$ cat src/rtl/parking_pkg.sv
// parking_pkg: shared state encoding, source-index helpers and default passcode for the parking controller
package parking_pkg;
  typedef enum logic [1:0] {S_IDLE, S_CHECK, S_OPEN, S_CLOSE} state_t;
  localparam logic [63:0] RESET_CODE_DEFAULT = '1;
  function automatic logic src_is_exit(input int src, input int lanes);
    return src >= lanes;
  endfunction
  function automatic int src_lane(input int src, input int lanes);
    return src >= lanes ? src - lanes : src;
  endfunction
endpackage

$ cat src/rtl/parking_rr_arbiter.sv
// parking_rr_arbiter: round-robin arbiter whose priority rotates past the last accepted grant
module parking_rr_arbiter #(
  parameter int N = 4,
  localparam int IW = N > 1 ? $clog2(N) : 1
) (
  input  logic          i_clk,
  input  logic          i_rst_n,
  input  logic [N-1:0]  i_req,
  input  logic          i_accept,
  output logic [N-1:0]  o_gnt,
  output logic [IW-1:0] o_idx,
  output logic          o_valid
);
  logic [IW-1:0] r_ptr;
  always_comb begin
    o_valid = 1'b0;
    o_idx = '0;
    for (int k = 0; k < N; k++) begin
      if (!o_valid && i_req[(int'(r_ptr) + k) % N]) begin
        o_valid = 1'b1;
        o_idx = IW'((int'(r_ptr) + k) % N);
      end
    end
    o_gnt = o_valid ? N'(1) << o_idx : '0;
  end
  always_ff @(posedge i_clk or negedge i_rst_n)
    if (!i_rst_n) r_ptr <= '0;
    else if (i_accept) r_ptr <= int'(o_idx) == N - 1 ? '0 : o_idx + 1'b1;
endmodule

$ cat src/rtl/parking_multi_lane.sv
// parking_multi_lane: multi-lane parking gate controller with passcode entry and occupancy tracking
module parking_multi_lane
  import parking_pkg::*;
#(
  parameter int LANES = 2,
  parameter int CNT_W = 6,
  parameter int CODE_W = 8,
  parameter int HOLD_CYCLES = 4,
  parameter logic [CODE_W-1:0] RESET_CODE = RESET_CODE_DEFAULT[CODE_W-1:0]
) (
  input  logic                    clk,
  input  logic                    reset_n,
  input  logic                    cfg_we,
  input  logic [CODE_W-1:0]       cfg_passcode,
  input  logic [CNT_W-1:0]        max_capacity,
  input  logic [LANES-1:0]        enter_req,
  input  logic [LANES-1:0]        exit_req,
  input  logic [LANES*CODE_W-1:0] passcode_in,
  output logic [CNT_W-1:0]        car_count,
  output logic [LANES-1:0]        entry_gate_open,
  output logic [LANES-1:0]        exit_gate_open,
  output logic [LANES-1:0]        deny,
  output logic                    lot_full,
  output logic                    lot_empty,
  output logic                    busy
);
  localparam int N = 2 * LANES;
  localparam int IW = $clog2(N);
  localparam int HW = $clog2(HOLD_CYCLES + 1);
  state_t r_state;
  logic [N-1:0] r_pend, r_goh, w_clr, w_gnt;
  logic [IW-1:0] r_gidx, w_idx;
  logic [CODE_W-1:0] r_code;
  logic [CNT_W-1:0] r_count;
  logic [HW-1:0] r_hold;
  logic [LANES-1:0] r_deny, w_lane_oh;
  logic w_valid, w_exit, w_ok, w_last;
  int w_lane;
  parking_rr_arbiter #(.N(N)) u_arb (
    .i_clk(clk),
    .i_rst_n(reset_n),
    .i_req(r_pend),
    .i_accept(r_state == S_IDLE && w_valid),
    .o_gnt(w_gnt),
    .o_idx(w_idx),
    .o_valid(w_valid)
  );
  assign w_exit = src_is_exit(int'(r_gidx), LANES);
  assign w_lane = src_lane(int'(r_gidx), LANES);
  assign w_lane_oh = LANES'(1) << w_lane;
  assign w_ok = w_exit ? r_count != '0
                       : passcode_in[w_lane*CODE_W +: CODE_W] == r_code && r_count < max_capacity;
  assign w_last = r_hold == HW'(HOLD_CYCLES - 1);
  assign w_clr = r_state == S_CHECK ? r_goh : '0;
  assign entry_gate_open = r_state == S_OPEN && !w_exit ? w_lane_oh : '0;
  assign exit_gate_open = r_state == S_OPEN && w_exit ? w_lane_oh : '0;
  assign car_count = r_count;
  assign deny = r_deny;
  assign lot_full = r_count >= max_capacity;
  assign lot_empty = r_count == '0;
  assign busy = r_state != S_IDLE;
  always_ff @(posedge clk or negedge reset_n)
    if (!reset_n) begin
      r_state <= S_IDLE;
      r_pend <= '0;
      r_goh <= '0;
      r_gidx <= '0;
      r_code <= RESET_CODE;
      r_count <= '0;
      r_hold <= '0;
      r_deny <= '0;
    end else begin
      r_pend <= (r_pend & ~w_clr) | {exit_req, enter_req};
      r_deny <= '0;
      if (cfg_we) r_code <= cfg_passcode;
      case (r_state)
        S_IDLE: if (w_valid) begin
          r_gidx <= w_idx;
          r_goh <= w_gnt;
          r_state <= S_CHECK;
        end
        S_CHECK: begin
          r_state <= w_ok ? S_OPEN : S_IDLE;
          if (w_ok) r_count <= w_exit ? r_count - 1'b1 : r_count + 1'b1;
          if (!w_ok && !w_exit) r_deny <= w_lane_oh;
        end
        S_OPEN: begin
          r_hold <= w_last ? '0 : r_hold + 1'b1;
          if (w_last) r_state <= S_CLOSE;
        end
        default: r_state <= S_IDLE;
      endcase
    end
endmodule

$ cat config.mk
export PLATFORM = sky130hd
export DESIGN_NAME = parking_multi_lane
export DESIGN_NICKNAME = d
export VERILOG_FILES = /design/src/rtl/parking_pkg.sv /design/src/rtl/parking_rr_arbiter.sv /design/src/rtl/parking_multi_lane.sv
export SDC_FILE = /design/constraint.sdc
export NUM_CORES = 1
export LEC_CHECK = 0
export CAP_MARGIN = 20
export CELL_PAD_IN_SITES_DETAIL_PLACEMENT = 0
export CELL_PAD_IN_SITES_GLOBAL_PLACEMENT = 1
export CORE_ASPECT_RATIO = 1.4
export CORE_UTILIZATION = 40
export CTS_BUF_LIST = sky130_fd_sc_hd__clkbuf_8
export CTS_CLUSTER_DIAMETER = 50
export DETAILED_ROUTE_END_ITERATION = 6
export PLACE_DENSITY = 0.82
export SYNTH_ARGS = -nofsm -noshare
export SYNTH_HDL_FRONTEND = slang
export SYNTH_HIERARCHICAL = 1
export SYNTH_SLANG_ARGS = --single-unit
$ cat constraint.sdc
create_clock -name clk -period 3.65 [get_ports clk]
set_input_delay 1.095 -clock clk [delete_from_list [all_inputs] [get_ports clk]]
set_output_delay 1.095 -clock clk [all_outputs]
set_load 0.02 [all_outputs]
==> results.md, run 1 <==
- Normalized max-slew margin: 47.6%
- First-pass DRT Iterations: 4
- Pin count of the biggest net entering global routing: 34
- Non-Filler Instances: 338
- Compound-Gate Fraction of Synth Area: 14.4%
- Initial core utilization: 41.8%
- CTS Sinks: 33
- Adder-cell share of the synthesized area: 9.49%
- Via density: 5.18
- Gate Count Post-Synth: 213
- Yosys top cell by area: dfrtp_1
- Clock buffer depth: 2
- H-tree depth: 2
- Final #Nets: 324
- CP Launch Type: input pin
- WP data arrival: 2500 ps
- Clock transition at path regs: 70 ps
- GP Congestion: 0.854
- CTS Root Cell: clkbuf_8
- Total number of yosys warnings: 6
- Post-synthesis sequential area ratio: 38.2%
- First-pass GRT wire length: 7670 um
- Setup crit end kind: output pin
- Worst skew pair latency: 280 ps
- Mux contribution to synthesized area: 12.8%
- Post-DR wirelength/cell: 13.8 um
- P per Cell Area: 730 mW/mm^2
- Final cycle utilization of the critical path: 98.5%
- DRC: 0
- Multi-input gate area: 0.00129 sq mm
- R2r setup slk: 1180 ps
- Top cells by area, synth: dfrtp_1 29%, dfstp_2 9.6%, ha_1 8.6%, mux2_2 8.2%, mux2i_1 4.6%
- Vias in the first global route: 1690
- Core box area: 0.00524 sq mm
- Synthesis-to-finish area growth: 32.8%
- Largest family of logic cells by synthesized area: simple AND/OR/NAND/NOR gates
- Max-cap viol count: 0
- Worst R2R Path Depth: 10
- Post-Syn Area: 0.00219 sq mm
- Netlist cell types: 46
- Fmax: 278 MHz
- Placed Cells: 328
- Final min period: 3600 ps
- Post-synthesis simple-gate area fraction: 16.5%
- DP Worst Slack: -614 ps
- Sequential cell area: 836 sq um
- Hold_ws: 479 ps
- Least-Margin Pin Slew: 783 ps
- Hpwl dp: 3480 um
- EDFF count, synth: 0
- CP required: 2550 ps
- WS Path Type: in -> out
- Leakage: 1.27 nW
- Slew Limit Fails: 0
- Final setup fails: 0
- Commonest cells in the netlist: 25 x dfrtp_1, 16 x inv_1, 16 x mux2_2, 16 x nand2_1, 15 x ha_1
- Hold Vio Cnt, Final: 0
- Main synth FF type: dfrtp_1
- I/O pin total: 52
- Ys async rst share: 100%
- Share of Yosys cell area claimed by the top area cell type: 28.6%
- Worst vdd ir: 0.322 mV
- Final wirelength: 4670 um
- # fillers: 492
- Final core utilization: 55.5%
- I/O Buffers: 51
- Hold path start: r_hold[1]
- Synth Area in XOR/XNOR: 4.00%
- Site Rows: 31
- Initial DRC count: 67
- Hold Crit Class: reg -> reg
- Reg-to-Reg End: car_count[3]
- Die Y: 89.5 um
- Syn_area_per_cell: 10.3 sq um
- Die ar.: 0.00578 sq mm
- Reg2reg start: car_count[3]
- Final ANT Viol Nets: 0
- GRT overflow: 0
- Critical Path Sink: lot_full
- Clock Skew: 7.47 ps
- Antenna violations before repair: 0
- Most frequent cell after synthesis: dfrtp_1
- #FFs+latches synth: 33
- DR vias: 1751
- Ratio of cells with drive above 1 in the final layout: 20.6%
- Final worst setup slack: 53.1 ps
- Hold Buf Count CTS: 0
- Worst setup path startpoint: max_capacity[5]
- CTS tree: yes
- Status: complete, no violations
- Die width: 64.5 um
- Syn nets: 266
- Gr usage total: 17.2%
- Total Power: 0.00212 W
- Diodes inserted: 0
- TritonCTS buffer count: 5
- Crit path max fanout: 2
## sequential cells by signal, summed over array words and instances (netlist names)
register / count
r_pend: 4
r_code: 8
r_state: 2
r_hold: 3
deny: 2
r_goh: 4
r_gidx: 2
u_arb/r_ptr: 2
car_count: 6
## worst max-delay path, stage by stage
cell	delay, ps
clkdlybuf4s50_1	470
inv_2	50
ha_4	240
and4_4	160
a221oi_4	250
nand2_1	100
buf_6	140
## placed cells by master (no fill, tap or decap), types with 4 or more instances in the layout
master,count
a21o_1,10
a21oi_1,6
and2b_2,4
buf_4,6
clkbuf_8,5
clkdlybuf4s50_1,47
dfrtp_1,25
dfstp_2,8
ha_1,11
inv_1,17
mux2_2,16
mux2i_1,10
nand2_1,16
nand2b_1,7
nor2_1,10
nor2b_1,4
nor3_1,8
o21ai_0,7
xnor2_1,9
## worst min path at each step
| stage | to | slack, ps | cells past startpoint |
|---|---|---|---|
| floorplan | r_hold[1] | 450 | 2 |
| global placement | r_hold[1] | 470 | 2 |
| detailed placement | r_hold[1] | 470 | 2 |
| CTS | r_hold[1] | 490 | 2 |
| global route | r_hold[1] | 530 | 2 |
| finish | r_hold[1] | 480 | 2 |
## cells by family (layout without fill, tap and decap cells)
logic type / Yosys count / in the layout
muxes: 26 / 26
buffers and inverters: 22 / 81
AOI/OAI and AO/OA: 41 / 41
adders and majority gates: 16 / 16
xor gates and xnor gates: 10 / 10
and+or+nand+nor: 65 / 65
DFF: 33 / 33
## report_power, final
part	switching (W)	total, W	internal [W]
combinational	0.000592	0.00122	0.000627
sequential	0.000156	0.000646	0.000489
clock	0.000129	0.000257	0.000128
total	0.000878	0.00212	0.00124
## per-stage QoR
| stage | area, sq um | setup TNS, ps |
|---|---|---|
| 2_1_floorplan | 2190 | 0 |
| 3_3_place_gp | 2770 | -582 |
| 3_5_place_dp | 2770 | -614 |
| 4_1_cts | 2890 | 0 |
| 5_1_grt | 2910 | -10.6 |
| 6_report | 2910 | 0 |
## routing by layer
metal	vias up	track usage, %	part of all wire [%]
met5	-	0	0
met4	0	5.45	1.4
met3	9	2.81	3.0
met2	40	31.6	54
met1	827	20.4	42
li1	875	-	-
## repair_timing
| item | in CTS | in global routing |
|---|---|---|
| pin swaps | 8 | 5 |
| hold endpoints to repair | 0 | 0 |
| gates resized for setup | 14 | 2 |
| buffers inserted | 1 | 1 |
| setup endpoints to repair | 1 | 1 |
## layout make-up
cell class | instances | share of cell area (%)
Clock buffer | 5 | 2.37
Clock inverter | 3 | 0.430
Multi-Input combinational cell | 158 | 44.5
Timing Repair Buffer | 57 | 19.0
Inverter | 16 | 2.07
Sequential cell | 33 | 28.7
Tap cell | 66 | 2.84
Power figures use the tool's default switching activity.
==> run 2, diff against run 1 <==
CTS_CLUSTER_DIAMETER = default   (was 50)
==> results of run 2 <==
Final layout, timing and power as in run 1 (identical DEF).
==> run 3, diff against run 2 <==
CORE_UTILIZATION = 36   (was 40)
CTS_CLUSTER_DIAMETER = 40   (was default)
PLACE_DENSITY = 0.78   (was 0.82)
clock period = 3 ns   (was 3.65 ns; I/O delays follow)
==> run 3 against run 2 <==
Compared with the run above:
- the run now ends with setup timing left
- sequential share of layout area shrank 0.99 points
- total power rose by 25%
- cell area grew 3.6%
- clock skew is 0.62 ps higher
- critical path depth grew 1
- hold slack improved by 4.7 ps
- via count increased by 0.80%
- flip-flop and latch count stayed put
- global-route usage down 0.31 points
- utilization shrank 4.2 points
==> results.md, run 3 (synthesized netlist as in run 1, its figures left out) <==
- Fmax: 332 MHz
- Final core utilization: 51.4%
- Synthesis-to-finish area growth: 37.5%
- Normalized max-slew margin: 47.0%
- Hold Buf Count CTS: 0
- P per Cell Area: 883 mW/mm^2
- Leakage: 1.34 nW
- Vias in the first global route: 1799
- Worst stage delay on the critical path: 290 ps
- Failing checks: setup timing
- DR vias: 1765
- Clock transition at path regs: 60 ps
- Post-DR wirelength/cell: 13.4 um
- Antenna violations before repair: 0
- Core box area: 0.00586 sq mm
- Setup crit end kind: output pin
- WP data arrival: 2110 ps
- Largest register FFs: 8
- Ratio of cells with drive above 1 in the final layout: 26.5%
- Final worst setup slack: -13.1 ps
- CP Launch Type: input pin
- Sw power: 0.00109 W
- Clock Skew: 8.09 ps
- Least-Margin Pin Slew: 791 ps
- Combinational Power Share: 59.9%
- Die width: 67.9 um
- CP max stage cell: a221oi_4
- First-pass DRT Iterations: 4
- Initial DRC count: 26
- TritonCTS buffer count: 5
- TNS Setup: -13.1 ps
- Switching share of total power: 40.8%
- CP required: 2100 ps
- First-pass GRT wire length: 8050 um
- Via density: 5.00
- GP Congestion: 0.804
- Hold Vio Cnt, Final: 0
- Seq pwr share: 28.3%
- Final ANT Viol Nets: 0
- Slew Limit Fails: 0
- Crit path max fanout: 2
- Most frequent cells in the layout: 43 x clkdlybuf4s50_1, 25 x dfrtp_1, 17 x buf_4, 16 x nand2_1, 16 x mux2_2
- Final wirelength: 4730 um
- P_int: 0.00157 W
- Die Y: 94.3 um
- Hold Crit Class: reg -> reg
- I/O pin total: 52
- Critical path cell sequence: buf_6 > inv_4 > ha_4 > a21o_1 > a21o_1 > a221oi_4 > nand2_1 > buf_6
- Site Rows: 33
- Placed Area: 0.00286 sq mm
- Most flop-heavy register: r_code
- Most common cell after layout, fill and taps aside: clkdlybuf4s50_1
- Final setup fails: 1
- Die ar.: 0.00640 sq mm
- CTS Root Cell: clkbuf_8
- CTS Sinks: 33
- Gr usage total: 16.9%
- # fillers: 573
- Clk pwr share: 11.8%
- H-tree depth: 2
- Post-route design area: 0.00301 sq mm
- Final cycle utilization of the critical path: 100%
- Clock buffer depth: 2
- Final #Nets: 335
- Status: finished, violations left
- Worst vdd ir: 0.490 mV
- Diodes inserted: 0
- Placed Cells: 343
- Initial core utilization: 37.3%
- Buf/Inv on CP: 3
- I/O Buffers: 51
- Non-Filler Instances: 353
- CTS tree: yes
- Hpwl dp: 3680 um
- Max-cap viol count: 0
- Pin count of the biggest net entering global routing: 34
- Unrepaired setup endpoints after global routing: true
- WS Path Type: in -> out
- Crit path max-delay family: compound AO/OA/AOI/OAI gates
- Worst skew pair latency: 280 ps
- Final min period: 3010 ps
- Hold_ws: 484 ps
- GRT overflow: 0
- DRC: 0
## run 3: cell count changes in the layout (fill, tap and decap cells not counted)
cell | previous run | this run
buf_4 | 6 | 17
clkdlybuf4s50_1 | 47 | 43
inv_1 | 17 | 13
ha_1 | 11 | 9
inv_2 | 1 | 3
buf_6 | 1 | 2
clkbuf_2 | 0 | 1
clkinv_2 | 1 | 2
dlygate4sd2_1 | 3 | 4
dlymetal6s2s_1 | 0 | 1
ha_2 | 1 | 2
ha_4 | 3 | 4
inv_4 | 0 | 1
## run 3: path summary, 6_finish.rpt
kind | start | end | slack [ps] | cells after the start
min | r_hold[1] | r_hold[1] | 480 | 2
max reg2reg | r_gidx[0] | car_count[3] | 710 | 7
min in group asynchronous | reset_n | deny[1] | 1020 | 2
max in group asynchronous | reset_n | r_code[6] | 1640 | 2
min reg2reg | r_hold[1] | r_hold[1] | 480 | 2
max | max_capacity[3] | lot_full | -10 | 8
## run 3: tightest hold or removal path, stage by stage, from the launching register on
cell	delay [ps]
dfrtp_1	350
nand2_1	50
nand2_1	50
## run 3: what timing repair did
item,4_1_cts,5_1_grt
pin swaps,10,6
setup endpoints to repair,2,1
endpoints found under the hold margin,0,0
gates resized for setup,24,7
setup buffers,1,1
## run 3: layout make-up
| class | count | area (sq um) | share of cell area [%] |
|---|---|---|---|
| multi-input cells | 158 | 1310 | 43.5 |
| flip-flops and latches | 33 | 836 | 27.8 |
| clock inverters | 3 | 13.8 | 0.457 |
| well taps | 70 | 87.6 | 2.91 |
| repair buffers | 68 | 633 | 21.0 |
| inverters | 16 | 62.6 | 2.08 |
| clock buffers | 5 | 68.8 | 2.29 |
## run 3: power groups by stage
stage                     Clock [W]  Sequential [W]  Combinational, W
after floorplan                   0        0.000767           0.00108
after global placement            0        0.000749           0.00154
after detailed placement          0        0.000754           0.00156
after CTS                  0.000334        0.000759           0.00160
after global routing       0.000358        0.000785           0.00179
final                      0.000314        0.000753           0.00159
## run 3: through the flow
stage,worst slack [ps],power [W]
2_1_floorplan,25.4,0.00185
3_3_place_gp,-845,0.00229
3_5_place_dp,-877,0.00231
4_1_cts,-121,0.00269
5_1_grt,-64.0,0.00293
6_report,-13.1,0.00266
## run 3: routing by layer
layer  global-route usage [%]  part of all wire [%]  vias up
li1                         -                     -      892
met2                     29.5                    52       33
met4                     7.99                   3.2        0
met1                     19.2                    41      830
met3                     2.91                   2.9       10
met5                        0                     0        -
